[config.mk]
export PLATFORM = sky130hd
export DESIGN_NAME = mem_read_arbiter_flat
export DESIGN_NICKNAME = d
export VERILOG_FILES = /design/src/rtl/mem_arb_pkg.sv /design/src/rtl/mem_read_arbiter_if.sv /design/src/rtl/rr_arbiter2.sv /design/src/rtl/mem_read_arbiter.sv /design/src/flat_wrapper.sv
export SDC_FILE = /design/constraint.sdc
export NUM_CORES = 1
export LEC_CHECK = 0
export ABC_AREA = 1
export CAP_MARGIN = 25
export CORE_MARGIN = 2
export CORE_UTILIZATION = 34
export CTS_CLUSTER_SIZE = 12
export DETAILED_ROUTE_END_ITERATION = 8
export GPL_ROUTABILITY_DRIVEN = 0
export PLACE_DENSITY = 0.81
export SYNTH_ARGS = -nofsm -noshare
export SYNTH_HDL_FRONTEND = slang
export SYNTH_HIERARCHICAL = 1
export SYNTH_SLANG_ARGS = --single-unit
[constraint.sdc]
create_clock -name clk -period 2.25 [get_ports clk]
set_clock_uncertainty 0.15 [all_clocks]
set_input_delay 0.45 -clock clk [delete_from_list [all_inputs] [get_ports clk]]
set_output_delay 0.45 -clock clk [all_outputs]
set_load 0.05 [all_outputs]
[src/rtl/mem_arb_pkg.sv]
// mem_arb_pkg: shared types and constants for the memory read arbiter.
//   arb_state_e : S_IDLE (arbitrate), S_ADDR (AR handshake), S_DATA (R beats)
//   REQ_ICACHE / REQ_DCACHE : requester indices, NUM_REQ : requester count
package mem_arb_pkg;

    localparam int REQ_ICACHE = 0;
    localparam int REQ_DCACHE = 1;
    localparam int NUM_REQ    = 2;

    typedef enum logic [1:0] {
        S_IDLE = 2'd0,
        S_ADDR = 2'd1,
        S_DATA = 2'd2
    } arb_state_e;

endpackage

[src/rtl/mem_read_arbiter_if.sv]
// mem_read_arbiter_if: cache-side and memory-side read channel signals of the arbiter.
//   req_arvalid/araddr/arlen  : per-requester AR request (master -> arbiter)
//   req_arready/rvalid/rdata  : per-requester handshake and beat data (arbiter -> master)
//   mem_ar*/mem_rready        : memory AR channel and R ready (arbiter -> memory)
//   mem_arready/rvalid/rdata/rid : memory responses (memory -> arbiter)
//   grant/busy/protocol_err   : status
//   modport slave  : the arbiter's view
//   modport master : the view of whoever drives requesters and memory
interface mem_read_arbiter_if
    import mem_arb_pkg::*;
#(
    parameter int ADDR_WIDTH = 26,
    parameter int DATA_WIDTH = 32,
    parameter int LEN_WIDTH  = 4
);
    logic [NUM_REQ-1:0]                 req_arvalid;
    logic [NUM_REQ-1:0][ADDR_WIDTH-1:0] req_araddr;
    logic [NUM_REQ-1:0][LEN_WIDTH-1:0]  req_arlen;
    logic [NUM_REQ-1:0]                 req_arready;
    logic [NUM_REQ-1:0]                 req_rvalid;
    logic [DATA_WIDTH-1:0]              req_rdata;
    logic                               mem_arvalid;
    logic [ADDR_WIDTH-1:0]              mem_araddr;
    logic [LEN_WIDTH-1:0]               mem_arlen;
    logic [3:0]                         mem_arid;
    logic                               mem_arready;
    logic                               mem_rvalid;
    logic [DATA_WIDTH-1:0]              mem_rdata;
    logic [3:0]                         mem_rid;
    logic                               mem_rready;
    logic                               grant;
    logic                               busy;
    logic                               protocol_err;

    modport slave (
        input  req_arvalid, req_araddr, req_arlen, mem_arready, mem_rvalid, mem_rdata, mem_rid,
        output req_arready, req_rvalid, req_rdata, mem_arvalid, mem_araddr, mem_arlen, mem_arid,
               mem_rready, grant, busy, protocol_err
    );

    modport master (
        output req_arvalid, req_araddr, req_arlen, mem_arready, mem_rvalid, mem_rdata, mem_rid,
        input  req_arready, req_rvalid, req_rdata, mem_arvalid, mem_araddr, mem_arlen, mem_arid,
               mem_rready, grant, busy, protocol_err
    );

endinterface

[src/rtl/rr_arbiter2.sv]
// rr_arbiter2: combinational two-way round-robin winner select.
//   i_valid      : request valids, bit n = requester n
//   i_last_grant : requester that owned the previous burst
//   o_grant      : winning requester index (meaningful only when any i_valid is set)
module rr_arbiter2 (
    input  logic [1:0] i_valid,
    input  logic       i_last_grant,
    output logic       o_grant
);

    // A tie goes to whoever did not win last; otherwise the lone requester wins.
    assign o_grant = (&i_valid) ? ~i_last_grant : i_valid[1];

endmodule

[src/rtl/mem_read_arbiter.sv]
// mem_read_arbiter: shares one memory AR/R channel between I-cache (0) and D-cache (1) refills.
//   clk : clock, all state on posedge
//   rst : synchronous active-high reset
//   bus : mem_read_arbiter_if.slave, requester and memory channels plus status outputs
module mem_read_arbiter
    import mem_arb_pkg::*;
#(
    parameter int ADDR_WIDTH = 26,
    parameter int LEN_WIDTH  = 4,
    parameter int MAX_BEATS  = 8
) (
    input logic               clk,
    input logic               rst,
    mem_read_arbiter_if.slave bus
);

    arb_state_e            r_state;
    logic                  r_grant;
    logic                  r_last;
    logic                  r_err;
    logic [ADDR_WIDTH-1:0] r_addr;
    logic [LEN_WIDTH-1:0]  r_len;
    logic [LEN_WIDTH-1:0]  r_beat;

    logic                  w_win;
    logic                  w_any;
    logic [LEN_WIDTH-1:0]  w_len_in;
    logic                  w_in_bad;
    logic [LEN_WIDTH-1:0]  w_last_idx;
    logic                  w_beat;
    logic                  w_stray;
    logic                  w_id_err;
    logic                  w_err_evt;
    logic [1:0]            w_oh;

    rr_arbiter2 u_rr (
        .i_valid      (bus.req_arvalid),
        .i_last_grant (r_last),
        .o_grant      (w_win)
    );

    assign w_any    = |bus.req_arvalid;
    assign w_len_in = bus.req_arlen[w_win];
    assign w_in_bad = (w_len_in == '0) || (w_len_in > LEN_WIDTH'(MAX_BEATS));

    // Illegal lengths collapse to a single-beat burst so the channel is always released.
    assign w_last_idx = ((r_len == '0) || (r_len > LEN_WIDTH'(MAX_BEATS))) ? '0 : r_len - LEN_WIDTH'(1);

    assign w_beat    = (r_state == S_DATA) && bus.mem_rvalid;
    assign w_stray   = (r_state != S_DATA) && bus.mem_rvalid;
    assign w_id_err  = w_beat && (bus.mem_rid != bus.mem_arid);
    assign w_err_evt = w_stray || w_id_err || ((r_state == S_IDLE) && w_any && w_in_bad);
    assign w_oh      = r_grant ? 2'b10 : 2'b01;

    always_ff @(posedge clk) begin
        if (rst) begin
            r_state <= S_IDLE;
            r_grant <= 1'b0;
            r_last  <= 1'b1;
            r_err   <= 1'b0;
            r_addr  <= '0;
            r_len   <= '0;
            r_beat  <= '0;
        end else begin
            r_err <= r_err || w_err_evt;
            case (r_state)
                S_IDLE: begin
                    if (w_any) begin
                        r_grant <= w_win;
                        r_addr  <= bus.req_araddr[w_win];
                        r_len   <= w_len_in;
                        r_state <= S_ADDR;
                    end
                end
                S_ADDR: begin
                    if (bus.mem_arready) r_state <= S_DATA;
                end
                S_DATA: begin
                    // Compare before incrementing so the counter never wraps.
                    if (w_beat) begin
                        if (r_beat == w_last_idx) begin
                            r_state <= S_IDLE;
                            r_last  <= r_grant;
                            r_beat  <= '0;
                        end else begin
                            r_beat <= r_beat + LEN_WIDTH'(1);
                        end
                    end
                end
                default: r_state <= S_IDLE;
            endcase
        end
    end

    assign bus.mem_arvalid  = (r_state == S_ADDR);
    assign bus.mem_araddr   = r_addr;
    assign bus.mem_arlen    = r_len;
    assign bus.mem_arid     = {3'b000, r_grant};
    assign bus.mem_rready   = (r_state == S_DATA);
    assign bus.req_arready  = ((r_state == S_ADDR) && bus.mem_arready) ? w_oh : 2'b00;
    assign bus.req_rvalid   = w_beat ? w_oh : 2'b00;
    assign bus.req_rdata    = bus.mem_rdata;
    assign bus.grant        = r_grant;
    assign bus.busy         = (r_state != S_IDLE);
    assign bus.protocol_err = r_err;

endmodule

[src/flat_wrapper.sv]
// flat-port wrapper written by rule: the top's interface ports become plain ports
module mem_read_arbiter_flat import mem_arb_pkg::*;
#(
    parameter int ADDR_WIDTH = 26,
    parameter int LEN_WIDTH  = 4,
    parameter int MAX_BEATS  = 8
)
  (clk, rst, bus_req_arvalid, bus_req_araddr, bus_req_arlen, bus_mem_arready, bus_mem_rvalid, bus_mem_rdata, bus_mem_rid, bus_req_arready, bus_req_rvalid, bus_req_rdata, bus_mem_arvalid, bus_mem_araddr, bus_mem_arlen, bus_mem_arid, bus_mem_rready, bus_grant, bus_busy, bus_protocol_err);
  mem_read_arbiter_if #(.ADDR_WIDTH(ADDR_WIDTH), .LEN_WIDTH(LEN_WIDTH)) bus_i ();
  input logic clk;
  input logic rst;
  input wire logic [$bits(bus_i.req_arvalid)-1:0] bus_req_arvalid;
  input wire logic [$bits(bus_i.req_araddr)-1:0] bus_req_araddr;
  input wire logic [$bits(bus_i.req_arlen)-1:0] bus_req_arlen;
  input wire logic [$bits(bus_i.mem_arready)-1:0] bus_mem_arready;
  input wire logic [$bits(bus_i.mem_rvalid)-1:0] bus_mem_rvalid;
  input wire logic [$bits(bus_i.mem_rdata)-1:0] bus_mem_rdata;
  input wire logic [$bits(bus_i.mem_rid)-1:0] bus_mem_rid;
  output wire logic [$bits(bus_i.req_arready)-1:0] bus_req_arready;
  output wire logic [$bits(bus_i.req_rvalid)-1:0] bus_req_rvalid;
  output wire logic [$bits(bus_i.req_rdata)-1:0] bus_req_rdata;
  output wire logic [$bits(bus_i.mem_arvalid)-1:0] bus_mem_arvalid;
  output wire logic [$bits(bus_i.mem_araddr)-1:0] bus_mem_araddr;
  output wire logic [$bits(bus_i.mem_arlen)-1:0] bus_mem_arlen;
  output wire logic [$bits(bus_i.mem_arid)-1:0] bus_mem_arid;
  output wire logic [$bits(bus_i.mem_rready)-1:0] bus_mem_rready;
  output wire logic [$bits(bus_i.grant)-1:0] bus_grant;
  output wire logic [$bits(bus_i.busy)-1:0] bus_busy;
  output wire logic [$bits(bus_i.protocol_err)-1:0] bus_protocol_err;
  assign bus_i.req_arvalid = bus_req_arvalid;
  assign bus_i.req_araddr = bus_req_araddr;
  assign bus_i.req_arlen = bus_req_arlen;
  assign bus_i.mem_arready = bus_mem_arready;
  assign bus_i.mem_rvalid = bus_mem_rvalid;
  assign bus_i.mem_rdata = bus_mem_rdata;
  assign bus_i.mem_rid = bus_mem_rid;
  assign bus_req_arready = bus_i.req_arready;
  assign bus_req_rvalid = bus_i.req_rvalid;
  assign bus_req_rdata = bus_i.req_rdata;
  assign bus_mem_arvalid = bus_i.mem_arvalid;
  assign bus_mem_araddr = bus_i.mem_araddr;
  assign bus_mem_arlen = bus_i.mem_arlen;
  assign bus_mem_arid = bus_i.mem_arid;
  assign bus_mem_rready = bus_i.mem_rready;
  assign bus_grant = bus_i.grant;
  assign bus_busy = bus_i.busy;
  assign bus_protocol_err = bus_i.protocol_err;
  mem_read_arbiter #(.ADDR_WIDTH(ADDR_WIDTH), .LEN_WIDTH(LEN_WIDTH), .MAX_BEATS(MAX_BEATS)) u_core (.clk(clk), .rst(rst), .bus(bus_i));
endmodule
* Word level (Yosys, flattened, before mapping)
Cells that the tools add are included.
** Operators by class
- Bitwise operators :: 1
- Add/subtract/negate cells :: 2
- Shift operators :: 0
- Multiplexer cells :: 15
- Order comparisons :: 3
- Eq/ne operators :: 9
- Reduce and logical (&&, ||, !) cells :: 21
- Multipliers :: 0
- Divide/modulo/power cells :: 0
** Operators with widths (number)
- two-way mux 26 bit :: 2
- two-way mux 4 bit :: 4
- two-way mux 2 bit :: 7
- greater-than comparator 4 bit (second input constant) :: 2
- zero test 4 bit :: 2
- logical AND 1 bit :: 6
- inequality test 2 x 1 -> 1 bit (second input constant) :: 3
- one-hot mux 2 bit (3 select lines) :: 1
- AND reduction 2 bit :: 3
- logical OR 1 bit :: 5
- adder 4 x 1 -> 4 bit (second input constant) :: 1
- equality test 4 bit :: 1
- inequality test 2 bit (second input constant) :: 2
- inequality test 4 x 1 -> 1 bit :: 1
- AND reduction 4 bit :: 1
- subtractor 4 x 1 -> 4 bit (second input constant) :: 1
- AND reduction 3 bit :: 1
- equality test 2 x 1 -> 1 bit (second input constant) :: 1
- equality test 2 bit (second input constant) :: 1
- zero test 2 bit :: 1
- less-than comparator 1 x 2 -> 1 bit (second input constant) :: 1
- nonzero test 2 bit :: 1
- OR reduction 2 bit :: 1
- two-way mux 1 bit :: 1
- inverter 1 bit :: 1
** Storage, ports and cells
- Word-level logic and storage cells :: 58
- Register bits after elaboration :: 39
- Output and inout port bits :: 75
- ROM bits :: 0
- Bits in latches :: 0
- Memories :: 0
- Bits of input ports :: 102
- RAM bits :: 0

* Depth between registers and ports, before layout
Gate-level depths: netlist (run 1).
- Word-level depth :: 9
- Gate-level depth with buffers :: 12
- Mapped depth without buffers :: 12

* Hierarchy
Netlist (run 1), hierarchy kept.
** By module, submodules not included
- mem_read_arbiter :: area each 2351.0 um^2, times used 1, seq. area each 780.7 um^2, cells each 350
- rr_arbiter2 :: area each 12.5 um^2, times used 1, seq. area each 0.0 um^2, cells each 2

* Worst setup path before layout (run 1)
No wires, ideal clock.
- Path type :: register to output
- From :: register u_core.r_state[0]
- To :: output bus_req_arready[0]
- Path buffers :: 0
- Path slack :: -281 ps
- Required time :: 1650 ps
- Data arrival time :: 1931 ps
- Stages on the path, launching flop included :: 5
- Path through :: dfxtp_1 inv_1 nor2_1 nand2_1 nor2_1
** Between the ends
- Longest elaborated chain between the ends :: 3
** Ends and longest elaborated chain
- from (decl) :: line mem_read_arbiter.sv:17 : arb_state_e r_state;
- from (signal assigned) :: line mem_read_arbiter.sv:57 : r_state <= S_IDLE;
- from (signal assigned) :: line mem_read_arbiter.sv:72 : r_state <= S_ADDR;
- from (signal assigned) :: line mem_read_arbiter.sv:76 : if (bus.mem_arready) r_state <= S_DATA;
- equality test 2 x 1 -> 1 bit
- via bus_mem_arvalid :: line flat_wrapper.sv:22 : output wire logic [$bits(bus_i.mem_arvalid)-1:0] bus_mem_arvalid;
- logical AND 1 bit :: line mem_read_arbiter.sv:100 : assign bus.req_arready = ((r_state == S_ADDR) && bus.mem_arready) ? w_oh : 2'b00;
- two-way mux 2 bit :: line mem_read_arbiter.sv:100
- to (decl) :: line flat_wrapper.sv:19 : output wire logic [$bits(bus_i.req_arready)-1:0] bus_req_arready;
The timed path passes the listed nets, and every way through them passes these cells.

* Final worst setup path (run 1)
- From :: input bus_mem_rvalid
- To :: output bus_req_rvalid[0]
** Between the ends
- Longest elaborated chain between the ends :: 2
** Ends and longest elaborated chain
- from (decl) :: line flat_wrapper.sv:16 : input wire logic [$bits(bus_i.mem_rvalid)-1:0] bus_mem_rvalid;
- logical AND 1 bit :: line mem_read_arbiter.sv:49 : assign w_beat = (r_state == S_DATA) && bus.mem_rvalid;
- two-way mux 2 bit :: line mem_read_arbiter.sv:101 : assign bus.req_rvalid = w_beat ? w_oh : 2'b00;
- to (decl) :: line flat_wrapper.sv:20 : output wire logic [$bits(bus_i.req_rvalid)-1:0] bus_req_rvalid;
Every way passes these cells.

==> summary.log, run 1 <==
qor: drt.totalWireLength 6110 um
qor: floorplan.die_h 87.4 um
qor: finish.most_common_cell_after_layout_fill_and_taps_aside clkdlybuf4s50_1
qor: timing.normalized_max_slew_margin 62.8%
qor: setup_path.max_stage_delay 0.50 ns
qor: timing.timing.final.hold_violations 0
qor: drt.drt_iter0_drc 46
qor: grt.antenna_found_initial 0
qor: grt.global_route.usage.met1 16.5%
qor: setup_path.critPathTopFamily buffers and inverters
qor: run_status.outcome complete, no violations
qor: grt.largest_net_degree_at_the_start_of_global_routing 53
qor: floorplan.core-area 6760 um^2
qor: drt.wl_per_cell 12.0 um
qor: timing.fmax 461 MHz
qor: yosys.synth_cells 352
qor: floorplan.dieWidth 87.4 um
qor: floorplan.start_util 35.0%
qor: finish.share_of_final_layout_standard_cells_stronger_than_drive_strength_1 9.81%
qor: yosys.yosysWarningCount 6
qor: finish.nNetsFinal 532
qor: clocking.cts_tree yes
qor: drt.drt_drc_violations_left 0
qor: drt.detail_route.vias_per_cell 4.71
qor: clocking.holdBufCountCts 0
qor: grt.grt.busiest_layer met2
qor: worst_hold_path.hold_path.class register to register
qor: setup_path.path_buf_inv 4
qor: timing.final.min_clock_period 2.17 ns
qor: floorplan.die-area 7630 um^2
qor: yosys.seq_area_frac_synth 33.0%
qor: timing.finalSetupViolCount 0
qor: timing.final_min_period_over_clock_period 96.3%
qor: power_and_ir_drop.ir_worst_vdd 339 uV
qor: clocking.clk_latency 0.29 ns
qor: placement.portBuffers 109
qor: setup_path.cp-end-kind output pin
qor: clocking.numClockSinks 39
qor: power_and_ir_drop.power.density 756 nW/um^2
qor: grt.global_route.usage.total 16.1%
qor: flow_run.cap_viol_max_count 0
qor: finish.fillerInstances 638
qor: clocking.clock_path_buffers 2
qor: setup_path.worst-endpoint-arrival 1.57 ns
qor: timing.finalMaxSlewViolations 0
qor: placement.placement.cell_area 3350 um^2
qor: placement.placed_cells 500
qor: grt.grt_first_pass_wirelength 9840 um
qor: floorplan.row_count 30
qor: grt.grt-ovfl-total 0
qor: finish.antenna-diode-count 0
qor: yosys.synth_cell_type_count 26
qor: timing.hold-worst-slack 0.366 ns
qor: clocking.tritoncts_buffers 5
qor: grt.use_met2 28.9%
qor: timing.timing_worst_slew_pin_value 0.557 ns
qor: clocking.htreeDepth 2
qor: finish.utilization 51.4%
qor: finish.finalInstanceArea 3470 um^2
qor: setup_path.critPathRequiredTime 1.65 ns
qor: yosys.mappedNetlistArea 2360 um^2
qor: clocking.clkTransAtPathRegs 0.08 ns
qor: clocking.cts_root_buf clkbuf_8
qor: placement.detailed_place_hpwl 4800 um
qor: yosys.postSynthAreaPerCell 6.71 um^2
qor: setup_path.path_cells clkdlybuf4s50_1 > inv_1 > nor2_4 > inv_1 > nor2_1 > buf_12
qor: finish.syn2layout_area_growth 46.9%
qor: setup_path.critical_path_class input pin to output pin
qor: setup_path.cp-start-kind input pin
qor: floorplan.io_pins 177
qor: finish.most-common-layout-cells clkdlybuf4s50_1 (101), a21oi_1 (59), inv_1 (51), nor2_1 (39), dfxtp_1 (39)
qor: timing.setup_tns 0 ns
qor: drt.drt_pass1_iterations 4
qor: setup_path.crit_path_frequent_cell inv_1
qor: grt.grt_pass1_vias 2281
qor: yosys.synth_register_bits 39
qor: grt.groute.layer.met3.usage 5.69%
qor: drt.via_count 2393
qor: timing.rsz_0062_raised_after_global_routing false
qor: setup_path.crit_slowest_cell clkdlybuf4s50_1
qor: power_and_ir_drop.p_leak 1.57 nW
qor: drt.ant_nets 0
qor: finish.final_cells 508
qor: setup_path.worst-path-max-fanout 4
flip-flops by register name, summed over array words and instances (netlist names):
name	count
u_core/bus.mem_araddr	26
u_core/r_beat	4
u_core/r_state	2
u_core/bus.grant	1
u_core/bus.mem_arlen	4
u_core/r_last	1
u_core/bus.protocol_err	1
power breakdown:
group          total (mW)  leakage [nW]  internal [mW]  switching (mW)
clock               0.608        0.0612          0.359           0.249
combinational        1.18          1.18          0.436           0.740
sequential          0.840         0.323          0.784          0.0566
worst min-delay path: stages (launching register included):
cell and delay, ns:
dfxtp_1 0.34, nand2_1 0.07, nand3_1 0.06
routing by layer:
layer | vias up | wire, um
li1 | 1233 | -
met1 | 1041 | 2380
met3 | 27 | 546
met4 | 0 | 222
met2 | 92 | 2950
met5 | - | 0
logic make-up (layout without fill, tap and decap cells):
kind of cell	Yosys count	in the layout	share of synthesized area (%)
buf+inv	106	180	23.1
compound gates	101	101	21.9
simple gates	99	99	19.1
flops	39	39	33.0
fa+ha+maj	3	3	1.59
xor+xnor	3	3	1.11
other cells	1	3	0.159
final cells by class:
class / instances / area (um^2) / share of cell area (%)
timing repair buffer: 117 / 1200 / 34.7
multi-input combinational: 209 / 1060 / 30.6
sequential: 39 / 781 / 22.5
inverter: 55 / 206 / 5.95
tap: 80 / 100 / 2.88
clock buffer: 6 / 82.6 / 2.38
clock inverter: 2 / 35.0 / 1.01
Yosys cell counts (all sizes together):
master	number	area [um^2]
inv	55	206
a211oi	2	15.0
nand2	35	154
nand3	11	65.1
dfxtp	39	781
a31oi	1	6.26
ha	3	37.5
clkbuf	5	18.8
conb	1	3.75
o211ai	1	7.51
buf	46	320
a21oi	60	304
nor2	47	196
o21ai	37	185
nor3	1	5.00
xor2	3	26.3
nand4	5	31.3
repair_timing:
item / in CTS / in global routing
buffers inserted: 0 / 0
gates resized for setup: 0 / 3
endpoints found under the hold margin: 0 / 0
setup endpoints to repair: 0 / 3
per-stage QoR:
step | total power, mW | setup WS, ns
global route | 2.78 | 0.00906
CTS | 2.65 | 0.0106
global placement | 2.01 | 0.0835
finish | 2.62 | 0.0825
floorplan | 1.76 | 0.0517
detailed placement | 2.03 | 0.0253
path summary, 6_finish.rpt:
check / depth (start not counted) / slack [ns] / from / to
min: 2 / 0.37 / u_core/r_last / u_core/r_last
max reg2reg: 12 / 0.47 / u_core/bus.mem_arlen[0] / u_core/r_beat[3]
max: 6 / 0.08 / bus_mem_rvalid / bus_req_rvalid[0]
min reg2reg: 2 / 0.37 / u_core/r_last / u_core/r_last
Power figures use the tool's default switching activity.
==> run 2, diff against run 1 <==
==> constraint.sdc (replaced) <==
create_clock -name clk -period 2.4 [get_ports clk]
set_clock_uncertainty 0.15 [all_clocks]
set_input_delay 0.48 -clock clk [delete_from_list [all_inputs] [get_ports clk]]
set_output_delay 0.48 -clock clk [all_outputs]
set_load 0.05 [all_outputs]
==> summary.log, run 2 (synthesized netlist as in run 1, its figures left out) <==
qor: run_status.outcome complete, no violations
qor: floorplan.dieWidth 87.4 um
qor: timing.postLayoutSetupSlackWorst 0.0922 ns
qor: worst_hold_path.hold_path.class register to register
qor: finish.nNetsFinal 531
qor: clocking.post_cts_setup_repair_bufs 0
qor: setup_path.worst-endpoint-arrival 1.68 ns
qor: drt.ant_nets 0
qor: placement.placement.cell_area 3320 um^2
qor: timing.rsz_0062_raised_after_global_routing false
qor: timing.timing_worst_slew_pin_value 0.743 ns
qor: setup_path.critical_path.endpoint bus_mem_rready
qor: finish.most-common-layout-cells clkdlybuf4s50_1 (105), a21oi_1 (59), inv_1 (51), nor2_1 (43), dfxtp_1 (39)
qor: drt.drt_iter0_drc 46
qor: setup_path.critical_path_class register to output pin
qor: timing.final.min_clock_period 2.31 ns
qor: clocking.cts_repair_resize_count 0
qor: drt.via_count 2350
qor: finish.syn2layout_area_growth 45.0%
qor: floorplan.die_h 87.4 um
qor: clocking.htreeDepth 2
qor: floorplan.row_count 30
qor: floorplan.start_util 35.0%
qor: setup_path.worst-path-max-fanout 4
qor: placement.detailed_place_hpwl 4800 um
qor: drt.drt_drc_violations_left 0
qor: drt.drt_pass1_iterations 4
qor: finish.seqCellArea 781 um^2
qor: grt.grt_pass1_vias 2281
qor: power_and_ir_drop.finalPower 2.36 mW
qor: finish.finalInstanceArea 3430 um^2
qor: clocking.clk_latency 0.28 ns
qor: setup_path.cp-end-kind output pin
qor: grt.largest_net_degree_at_the_start_of_global_routing 55
qor: grt.grt_first_pass_wirelength 9940 um
qor: timing.finalSetupViolCount 0
qor: timing.normalized_max_slew_margin 50.4%
qor: timing.finalMaxSlewViolations 0
qor: setup_path.crit_start u_core/r_state[0]
qor: floorplan.io_pins 177
qor: drt.detail_route.vias_per_cell 4.64
qor: setup_path.setup.reg_to_reg.worst_slack 0.67 ns
qor: power_and_ir_drop.power.density 690 nW/um^2
qor: flow_run.cap_viol_max_count 0
qor: clocking.clkTransAtPathRegs 0.07 ns
qor: finish.flip_flop_count_of_the_largest_register_after_layout 26
qor: finish.share_of_final_layout_standard_cells_stronger_than_drive_strength_1 8.20%
qor: worst_hold_path.hold_path_depth 2
qor: power_and_ir_drop.ir_worst_vdd 336 uV
qor: setup_path.critical_path.reg2reg.endpoint u_core/r_last
qor: clocking.cts_tree yes
qor: finish.multi_input_comb_area 1050 um^2
qor: placement.portBuffers 109
qor: timing.final_min_period_over_clock_period 96.2%
qor: finish.final_cells 507
qor: timing.fmax 433 MHz
qor: timing.timing.final.hold_violations 0
qor: clocking.tritoncts_buffers 5
qor: placement.placed_cells 499
qor: finish.most_common_cell_after_layout_fill_and_taps_aside clkdlybuf4s50_1
qor: grt.antenna_found_initial 0
qor: grt.grt-ovfl-total 0
qor: setup_path.cp-start-kind register
qor: clocking.holdBufCountCts 0
qor: setup_path.reg2regPathDepth 11
qor: timing.setup_tns 0 ns
qor: setup_path.critPathRequiredTime 1.77 ns
qor: finish.antenna-diode-count 0
qor: grt.global_route.usage.total 16.2%
qor: power_and_ir_drop.p_leak 1.52 nW
qor: clocking.cts_root_buf clkbuf_8
qor: drt.wl_per_cell 12.2 um
qor: finish.fillerInstances 671
qor: clocking.numClockSinks 39
qor: floorplan.core-area 6760 um^2
qor: placement.detailedPlace.worstSlack 0.113 ns
qor: drt.totalWireLength 6170 um
qor: floorplan.die-area 7630 um^2
qor: setup_path.worstReg2RegStart u_core/bus.mem_arlen[0]
qor: clocking.clock_path_buffers 2
run 2: cell types whose count changed in the layout (fill, tap and decap cells not counted):
cell / delta
buf_4: -2
nor2_1: +4
clkbuf_8: +1
dlymetal6s2s_1: -2
bufinv_16: -1
clkinv_2: -1
clkinvlp_4: +1
nor2_2: -4
buf_12: -1
clkdlybuf4s50_1: +4
run 2: layout make-up:
class | instances | share of cell area, %
repair buffers | 116 | 34.5
multi-input cells | 209 | 30.7
flip-flops and latches | 39 | 22.8
inverters | 55 | 6.02
well taps | 80 | 2.92
clock buffers | 7 | 2.81
clock inverters | 1 | 0.219
run 2: metrics by stage:
step                hold slack, ns  util, %
finish                       0.355     50.7
global route                 0.378     50.7
CTS                          0.360     50.7
detailed placement           0.349     49.2
global placement             0.345     49.2
floorplan                    0.299        -
run 2: critical path: stages, from the launching register on:
cell and delay, ns:
dfxtp_1 0.32, inv_1 0.07, nand2_1 0.12, inv_1 0.10, clkdlybuf4s50_1 0.80
run 2: routing by layer:
layer | track usage, % | vias to the layer above | wire length, um
li1 | - | 1231 | -
met3 | 5.50 | 12 | 544
met1 | 18.3 | 1011 | 2600
met2 | 28.2 | 96 | 2940
met4 | 5.59 | 0 | 93
met5 | 0 | - | 0
run 2: worst min-delay path by stage:
| stage | from | endpoint | slack, ns |
|---|---|---|---|
| 2_1_floorplan | u_core/r_last | u_core/r_last | 0.30 |
| 3_3_place_gp | u_core/r_last | u_core/r_last | 0.34 |
| 3_5_place_dp | u_core/r_last | u_core/r_last | 0.35 |
| 4_1_cts | u_core/r_last | u_core/r_last | 0.36 |
| 5_1_grt | u_core/r_last | u_core/r_last | 0.38 |
| 6_report | u_core/r_last | u_core/r_last | 0.36 |
run 2: power by group:
part	total, mW	leakage [nW]	switching [mW]	internal [mW]
registers	0.790	0.323	0.0552	0.735
logic	1.08	1.14	0.682	0.401
clock network	0.492	0.0505	0.230	0.262
total	2.36	1.52	0.967	1.40
